File: src/rtl/acc_arbiter.sv
// Two-requester burst accumulator with round-robin arbitration.
// A granted requester streams len samples; the block reports their sum.
module acc_arbiter #(
  parameter int DATA_W = 16,
  parameter int LEN_W  = 8
) (
  input  logic              clk,
  input  logic              reset,
  input  logic              req0,
  input  logic [LEN_W-1:0]  len0,
  input  logic [DATA_W-1:0] din0,
  input  logic              din0_valid,
  output logic              din0_ready,
  input  logic              req1,
  input  logic [LEN_W-1:0]  len1,
  input  logic [DATA_W-1:0] din1,
  input  logic              din1_valid,
  output logic              din1_ready,
  output logic [DATA_W-1:0] res,
  output logic              res_valid,
  output logic              res_id,
  output logic              ovf,
  output logic              busy
);

  typedef enum logic [1:0] {
    IDLE,
    RUN,
    DONE
  } state_t;

  state_t            state;
  state_t            state_nx;
  logic              owner;
  logic              last;
  logic              ovf_b;
  logic [LEN_W-1:0]  cnt;
  logic [DATA_W-1:0] acc;
  logic [DATA_W:0]   sum;
  logic [DATA_W-1:0] din_s;
  logic [LEN_W-1:0]  len_s;
  logic              din_v;
  logic              beat;
  logic              gnt_v;
  logic              gnt_id;
  logic              last_beat;

  // Tie goes to whoever was not granted last.
  always_comb begin
    gnt_v  = 1'b0;
    gnt_id = 1'b0;
    if (req0 && req1) begin
      gnt_v  = 1'b1;
      gnt_id = ~last;
    end else if (req0) begin
      gnt_v  = 1'b1;
      gnt_id = 1'b0;
    end else if (req1) begin
      gnt_v  = 1'b1;
      gnt_id = 1'b1;
    end
  end

  assign len_s     = gnt_id ? len1 : len0;
  assign din_s     = owner ? din1 : din0;
  assign din_v     = owner ? din1_valid : din0_valid;
  assign beat      = (state == RUN) && din_v;
  assign last_beat = beat && (cnt == LEN_W'(1));
  assign sum       = {1'b0, acc} + {1'b0, din_s};

  assign din0_ready = (state == RUN) && !owner;
  assign din1_ready = (state == RUN) && owner;
  assign res_valid  = (state == DONE);
  assign busy       = (state != IDLE);

  always_comb begin
    state_nx = state;
    unique case (state)
      IDLE: begin
        if (gnt_v)
          state_nx = (len_s == '0) ? DONE : RUN;
      end
      RUN: begin
        if (last_beat)
          state_nx = DONE;
      end
      DONE: state_nx = IDLE;
      default: state_nx = IDLE;
    endcase
  end

  always_ff @(posedge clk) begin
    if (reset) state <= IDLE;
    else       state <= state_nx;
  end

  always_ff @(posedge clk) begin
    if (reset) begin
      owner  <= 1'b0;
      last   <= 1'b1;
      cnt    <= '0;
      acc    <= '0;
      ovf_b  <= 1'b0;
      res    <= '0;
      res_id <= 1'b0;
      ovf    <= 1'b0;
    end else begin
      unique case (state)
        IDLE: begin
          if (gnt_v) begin
            owner <= gnt_id;
            last  <= gnt_id;
            cnt   <= len_s;
            acc   <= '0;
            ovf_b <= 1'b0;
            // Empty burst reports straight away.
            if (len_s == '0) begin
              res    <= '0;
              res_id <= gnt_id;
              ovf    <= 1'b0;
            end
          end
        end
        RUN: begin
          if (beat) begin
            acc   <= sum[DATA_W-1:0];
            cnt   <= cnt - 1'b1;
            ovf_b <= ovf_b | sum[DATA_W];
            if (last_beat) begin
              res    <= sum[DATA_W-1:0];
              res_id <= owner;
              ovf    <= ovf_b | sum[DATA_W];
            end
          end
        end
        default: ;
      endcase
    end
  end

endmodule

File: config.mk
export PLATFORM = sky130hd
export DESIGN_NAME = acc_arbiter
export DESIGN_NICKNAME = d
export VERILOG_FILES = /design/src/rtl/acc_arbiter.sv
export SDC_FILE = /design/constraint.sdc
export NUM_CORES = 1
export LEC_CHECK = 0
export CAP_MARGIN = 20
export CORE_MARGIN = 1.5
export CORE_UTILIZATION = 45
export CTS_CLUSTER_DIAMETER = 150
export DETAILED_ROUTE_END_ITERATION = 7
export PLACE_DENSITY = 0.71
export SLEW_MARGIN = 10
export SYNTH_ARGS = -nofsm -noshare
export SYNTH_HDL_FRONTEND = slang
export SYNTH_SLANG_ARGS = --single-unit
File: constraint.sdc
create_clock -name clk -period 3.8 [get_ports clk]
set_input_delay 0.76 -clock clk [delete_from_list [all_inputs] [get_ports clk]]
set_output_delay 0.76 -clock clk [all_outputs]
set_load 0.02 [all_outputs]
### After elaboration in Yosys (flattened, before gate mapping)

Cells that the tools add are included.
Widths: inputs -> output; s select.

* register bits after elaboration: 47
* bits in latches: 0
* memory bits (writable): 0
* memory bits (read-only): 0
* memories kept: 0

* $add $sub $neg: 2
* multiply operators: 0
* div/mod/pow operators: 0
* $lt $le $gt $ge: 0
* equality and inequality tests: 7
* shift operators: 0
* muxes and demuxes: 36
* bitwise operators: 2
* reductions and logical operators: 14

Operators with widths (count)
* $mux 16: 7
* $pmux 16 s2: 2
* $mux 8: 3
* $add 16x16->17: 1
* $mux 1: 16
* $pmux 8 s2: 1
* $eq 8x1->1 const B: 1
* $logic_not 8->1: 1
* $ne 2x2->1 const B: 4
* $sub 8x1->8 const B: 1
* $mux 2: 3
* $pmux 1 s2: 3
* $logic_and 1x1->1: 5
* $reduce_and 5->1: 1
* $pmux 2 s2: 1
* $reduce_and 2->1: 2
* $reduce_bool 2->1: 2
* $reduce_and 3->1: 1
* $eq 2x1->1 const B: 1
* $eq 2x2->1 const B: 1
* $logic_not 2->1: 1
* $logic_not 1->1: 1
* $not 1->1: 1
* $or 1x1->1: 1

### Logic depth before layout (Yosys ltp)

Gate-level depths: netlist of run 1.

* word-level depth: 8
* depth in mapped cells: 10
* depth with buffers taken out: 8

### Worst setup path before layout of run 1

No wires, ideal clock.

* path kind: reg2reg
* start point: register owner
* end point: register acc[12]
* library setup time: 0.062 ns
* data arrival time: 3.097 ns
* required time: 3.738 ns
* setup slack: 0.641 ns
* cell stages (with the launch flop): 11
* path buffers: 3
* path through: dfxtp_1 > buf_1 > buf_1 > mux2_2 > ha_1 > clkbuf_1 > a21oi_1 > nor2_1 > or3_1 > or4_1 > nand3_1

* cells in the longest elaborated chain, start to end: 4
* elaborated cells on any way between the ends: 8

RTL lines
* start: declaration: RTL line 34 `logic owner;`
* start signal: assignment: RTL line 111 `owner <= gnt_id;`
* $mux 16 / $mux 1 (equally long branches): RTL line 65, 66
* $add 16x16->17 / $logic_and 1x1->1 (equally long branches): RTL line 69, 67
* $mux 16 / $ne 2x2->1 (equally long branches)
* $pmux 16 s2 / $reduce_and 3->1 (equally long branches)
* end signal: assignment: RTL line 126 `acc <= sum[DATA_W-1:0];`
* end: declaration: RTL line 38 `logic [DATA_W-1:0] acc;`

Parallel ways exist; a longest one is shown, timed or not. The select of a mux whose other input is x is not followed.
A chain may end at the register's enable or synchronous reset.

### Final worst setup path of run 1

* start point: register owner
* end point: register res[15]

* cells in the longest elaborated chain, start to end: 5
* elaborated cells on any way between the ends: 11

RTL lines
* $mux 16 / $mux 1 (equally long branches): RTL line 65, 66
* $add 16x16->17 / $logic_and 1x1->1 (equally long branches): RTL line 69, 67
* $mux 16 / $logic_and 1x1->1 (equally long branches): RTL line 129, 68
* $mux 16 / $ne 2x2->1 (equally long branches)
* $pmux 16 s2 / $reduce_and 5->1 (equally long branches)
* end signal: assignment: RTL line 130 `res <= sum[DATA_W-1:0];`
* end: declaration: RTL line 19 `output logic [DATA_W-1:0] res,`

Parallel ways exist; a longest one is shown, timed or not. The select of a mux whose other input is x is not followed.

==> reports/qor.txt, run 1 <==
# DRC - 0
fill cell count - 666
largest net degree at the start of global routing - 35
Port Buffers - 75
Area Growth Syn to Fin - 29.7%
Core Util, Final - 0.597
Initial Util - 0.460
EDFF count, synth - 0
Final setup viols - 0
Avg WL per Cell - 16.3 microns
Crit path largest cell delay - 0.59 ns
sequential cell area - 941 sq um
area share of the largest cell type after synthesis - 0.283
PD cells - 388 mW/mm^2
core area - 0.00721 sq mm
RSZ-0062 raised after global routing - no
Worst Hold Class - reg2reg
DRT Pass-1 Iters - 4
Die Y - 88.9 microns
reg-to-reg endpoint - res[15]
total number of vias - 3457
I/O Pins - 76
Worst EP arrival - 3.32 ns
synth top area cells - dfxtp_1 (28%), ha_1 (6.8%), nand3_1 (5.9%)
Post-synth ARST share - 0
commonest cells after routing, fill and taps aside - clkdlybuf4s50_1 (75), nand2_1 (49), dfxtp_1 (47)
crit-path max FO - 13
multi-input gate area in the final layout - 0.00225 sq mm
Clock Tree Root - clkbuf_8
Peak supply drop - 246 uV
Yosys reg bits - 47
DIE AREA - 0.00790 sq mm
placer congestion estimate - 0.962
Die W - 88.9 microns
slew margin rel. - 0.431
mapped cell area - 0.00332 sq mm
WHS Path Cells - 2
RR Startpoint - owner
Vias/cell - 5.89
ANT nets after route - 0
crit-path cells - buf_12 > mux2_2 > ha_1 > a21oi_1 > o21ai_0 > a31oi_1 > and4_1 > or3_1
Cells after DPL - 580
Post-Layout Cell Count - 587
Tot GR Track Use - 0.249
period utilization - 0.822
initial antenna violation count - 0
Final min period - 3.12 ns
Worst-Skew Late Latency - 0.31 ns
Syn Inst Count - 419
dominant synthesized flop cell - dfxtp_1
row count - 31
syn_nets - 492
DP HPWL - 7100 microns
H-tree Lvls - 2
clock tree buffer depth - 2
Leak Pwr - 1.66 nW
status - finished clean
postcts setup bufs - 0
Clock Skew - 0.00583 ns
Setup crit start kind - flip-flop
Crit. End Element - flip-flop
Clock transition at path regs - 0.09 ns
proportion of layout cells with a drive suffix above 1 - 0.0984
first-pass GRT wire length - 15400 microns
Clock Sinks - 47
worst hold path endpoint - res[5]
diode count - 0
Final Hold Fails - 0
routed wire length - 9570 microns
most common cell after layout, fill and taps aside - clkdlybuf4s50_1
Req. time, crit path - 4.00 ns
Hold Startpoint - res[5]
synth warn - 0
register area share after synthesis - 0.283
synthesized area per cell - 7.93 sq um
critical path's slowest cell - o21ai_0
vias in the first global route - 3296
Post-CTS Hold Fix Bufs - 0
worst-margin pin slew - 0.848 ns
Synth area leader - dfxtp_1
grt ovf - 0
setup TNS - 0 ns
Crit Path Category - reg2reg
final-report max-slew violation count - 0
fin nets - 561
Max-cap violations - 0
f_max - 320 MHz
flop2flop setup slack - 0.68 ns
Tot Pwr - 1.67 mW
Synth cell types - 64
CTS tree - built
CTS buffer count - 5
DR iter-0 viols - 204
PostCTS Resize Cnt - 0
Worst R2R Path Depth - 8
worst max-delay path by stage:
| stage | start | to | slack (ns) | cells after the start |
|---|---|---|---|---|
| 2_1_floorplan | owner | acc[12] | 0.64 | 10 |
| 4_1_cts | din1[0] | acc[12] | 0.71 | 10 |
| 3_3_place_gp | din1[8] | res[15] | 0.47 | 8 |
| 5_1_grt | owner | res[15] | 0.39 | 8 |
| 6_report | owner | res[15] | 0.68 | 8 |
| 3_5_place_dp | din1[0] | acc[12] | 0.40 | 10 |
synth_stat cells, types with 6 or more instances:
cell	n
xnor2_1	6
inv_1	6
nor4_1	7
a211oi_1	6
a21o_1	10
nor2_1	24
mux2i_1	6
nand2_1	49
o21ai_0	18
clkbuf_1	17
dfxtp_1	47
ha_1	18
nand3_1	39
a21oi_1	37
nor3_1	14
mux2_2	17
layout make-up:
cell class / count / share of cell area
multi-input combinational: 339 / 0.522
sequential: 47 / 0.218
timing repair buffer: 89 / 0.202
tap: 99 / 0.0288
clock buffer: 6 / 0.0169
clock inverter: 1 / 0.00697
inverter: 6 / 0.00523
routing by layer:
layer,global-route usage,wire [microns],vias to the layer above,share of wire
met5,0,0,-,0
met2,0.442,4730,111,0.49
met4,0.0781,140,0,0.015
met1,0.311,4220,1618,0.44
met3,0.0342,475,13,0.050
li1,-,-,1715,-
logic make-up after synthesis:
group                      synth area share
buffers and inverters                0.0396
DFF                                   0.283
and+or+nand+nor                       0.262
AOI/OAI and AO/OA                     0.247
xor gates and xnor gates             0.0185
muxes                                0.0757
adders and majority gates            0.0739
report_power, final:
part           switching, mW  total (mW)  internal [mW]  leakage, nW
Clock                  0.182       0.375          0.193       0.0513
Combinational          0.402       0.699          0.298         1.22
Sequential            0.0526       0.595          0.543        0.383
worst max-delay path: cells and delay by family (launching register included):
family	cells	cell delay [ns]
fa+ha+maj	1	0.40
compound gates	3	0.96
simple gates	2	0.54
mux	1	0.34
buf+inv	1	0.20
flops	1	0.56
sequential cells by signal, indices dropped and copies added, names as in the netlist:
signal / count
ovf: 1
res: 16
cnt: 8
state: 2
res_id: 1
acc: 16
owner: 1
ovf_b: 1
last: 1
per-stage QoR:
stage	setup WS (ns)	instance area (sq um)	hold WS, ns
after floorplan	0.641	3320	0.436
after global placement	0.472	4200	0.443
after detailed placement	0.404	4200	0.449
after CTS	0.706	4310	0.461
after global routing	0.387	4310	0.480
final	0.677	4310	0.460
Note: power is estimated with default switching activity, not from simulation.
==> run 2, diff against run 1 <==
- PLACE_DENSITY: 0.71 -> 0.74
- clock period: 3.8 -> 2.77 ns (I/O delays scaled with it)
==> reports/qor.txt, run 2 (same netlist as run 1, synthesis figures left out) <==
critical path's slowest cell - dfxtp_2
Final min period - 2.66 ns
Pint - 1.42 mW
period utilization - 0.961
Crit. End Element - flip-flop
commonest cells after routing, fill and taps aside - clkdlybuf4s50_1 (73), buf_4 (53), nand2_1 (49)
crit-path cells - buf_8 > mux2_2 > ha_1 > a21oi_1 > o21a_1 > a21boi_0 > or3_1 > a31o_2
Final Hold Fails - 0
ANT nets after route - 0
Crit path largest cell delay - 0.40 ns
Post-CTS Hold Fix Bufs - 0
# DRC - 0
CTS buffer count - 5
Final setup viols - 0
Leak Pwr - 1.87 nW
Area Growth Syn to Fin - 40.2%
grt ovf - 0
Peak supply drop - 316 uV
RSZ-0062 raised after global routing - no
sequential cell area - 942 sq um
Post-DP Area - 0.00447 sq mm
Port Buffers - 75
Final Cell Area - 0.00465 sq mm
total number of vias - 3694
Initial Util - 0.460
Regs by FF count - acc x16, res x16, cnt x8
multi-input gate area in the final layout - 0.00232 sq mm
largest net degree at the start of global routing - 35
Worst EP arrival - 2.88 ns
setup TNS - 0 ns
H-tree Lvls - 2
flop2flop setup slack - 0.11 ns
P_sw - 0.925 mW
Die W - 88.9 microns
Tot GR Track Use - 0.264
most common cell after layout, fill and taps aside - clkdlybuf4s50_1
DR iter-0 viols - 270
initial antenna violation count - 0
fill cell count - 649
Avg WL per Cell - 16.4 microns
DIE AREA - 0.00790 sq mm
f_max - 376 MHz
diode count - 0
first-pass GRT wire length - 16200 microns
Req. time, crit path - 2.99 ns
Vias/cell - 5.88
Clock Skew - 0.00799 ns
DP HPWL - 7560 microns
vias in the first global route - 3532
worst-margin pin slew - 0.563 ns
final-report max-slew violation count - 0
combinational power share - 0.469
proportion of layout cells with a drive suffix above 1 - 0.185
I/O Pins - 76
DRT Pass-1 Iters - 5
Clock Tree Root - clkbuf_8
slew margin rel. - 0.622
Clock Sinks - 47
core area - 0.00721 sq mm
Setup crit start kind - flip-flop
Worst-Skew Late Latency - 0.31 ns
Crit Path Category - reg2reg
Max-cap violations - 0
status - finished clean
Die Y - 88.9 microns
fin nets - 601
Sw Share - 0.395
Buf/Inv on CP - 1
Clock transition at path regs - 0.10 ns
Worst Hold Class - reg2reg
placer congestion estimate - 0.894
crit-path max FO - 11
PD cells - 504 mW/mm^2
CTS tree - built
Clk pwr share - 0.182
row count - 31
Worst path top cell family by delay - compound AO/OA/AOI/OAI gates
clock tree buffer depth - 2
routed wire length - 10300 microns
Sequential Power Share - 0.349
run 2: layout make-up:
class                   count  area share
multi-input cells         339       0.498
repair buffers            129       0.251
flip-flops and latches     47       0.202
well taps                  99      0.0266
clock buffers               7      0.0164
inverters                   6     0.00484
clock inverters             1     0.00108
run 2: power by group through the flow:
stage / combinational [mW] / clock, mW / sequential [mW]
2_1_floorplan: 0.636 / 0 / 0.828
4_1_cts: 1.07 / 0.426 / 0.815
5_1_grt: 1.20 / 0.445 / 0.826
3_5_place_dp: 1.05 / 0 / 0.829
3_3_place_gp: 1.03 / 0 / 0.827
6_report: 1.10 / 0.427 / 0.817
run 2: path summary, 6_finish.rpt:
kind | cells after the start | from | endpoint
setup / recovery | 8 | owner | res[11]
hold / removal | 2 | acc[4] | acc[4]
setup reg to reg | 8 | owner | res[11]
hold reg to reg | 2 | acc[4] | acc[4]
run 2: per-layer routing:
metal	vias up	global-route usage	wire (microns)
li1	1799	-	-
met1	1734	0.324	4320
met2	137	0.462	5120
met3	24	0.0406	574
met4	0	0.105	271
met5	-	0	0
run 2: repair_timing:
action,4_1_cts,5_1_grt
setup endpoints to repair,5,12
pin swaps,6,8
buffers inserted,3,2
gates resized for setup,8,7
run 2: per-stage QoR:
step	power (mW)	utilization	hold WS (ns)	setup slack [ns]	std cells
floorplan	1.46	-	0.436	0.0462	419
global placement	1.85	0.619	0.445	-0.368	615
detailed placement	1.88	0.619	0.450	-0.401	615
CTS	2.31	0.639	0.463	0.00451	626
global route	2.47	0.645	0.476	0.00358	628
finish	2.35	0.645	0.460	0.109	628
run 2: worst register-to-register path: cells and delay by family, from the launching register on:
kind	cells	cell delay, ns
buffers and inverters	1	0.17
AND/OR/NAND/NOR	1	0.33
multiplexers	1	0.34
flip-flops	1	0.40
adder cells (fa/ha/maj)	1	0.34
AO/OA/AOI/OAI	4	0.99
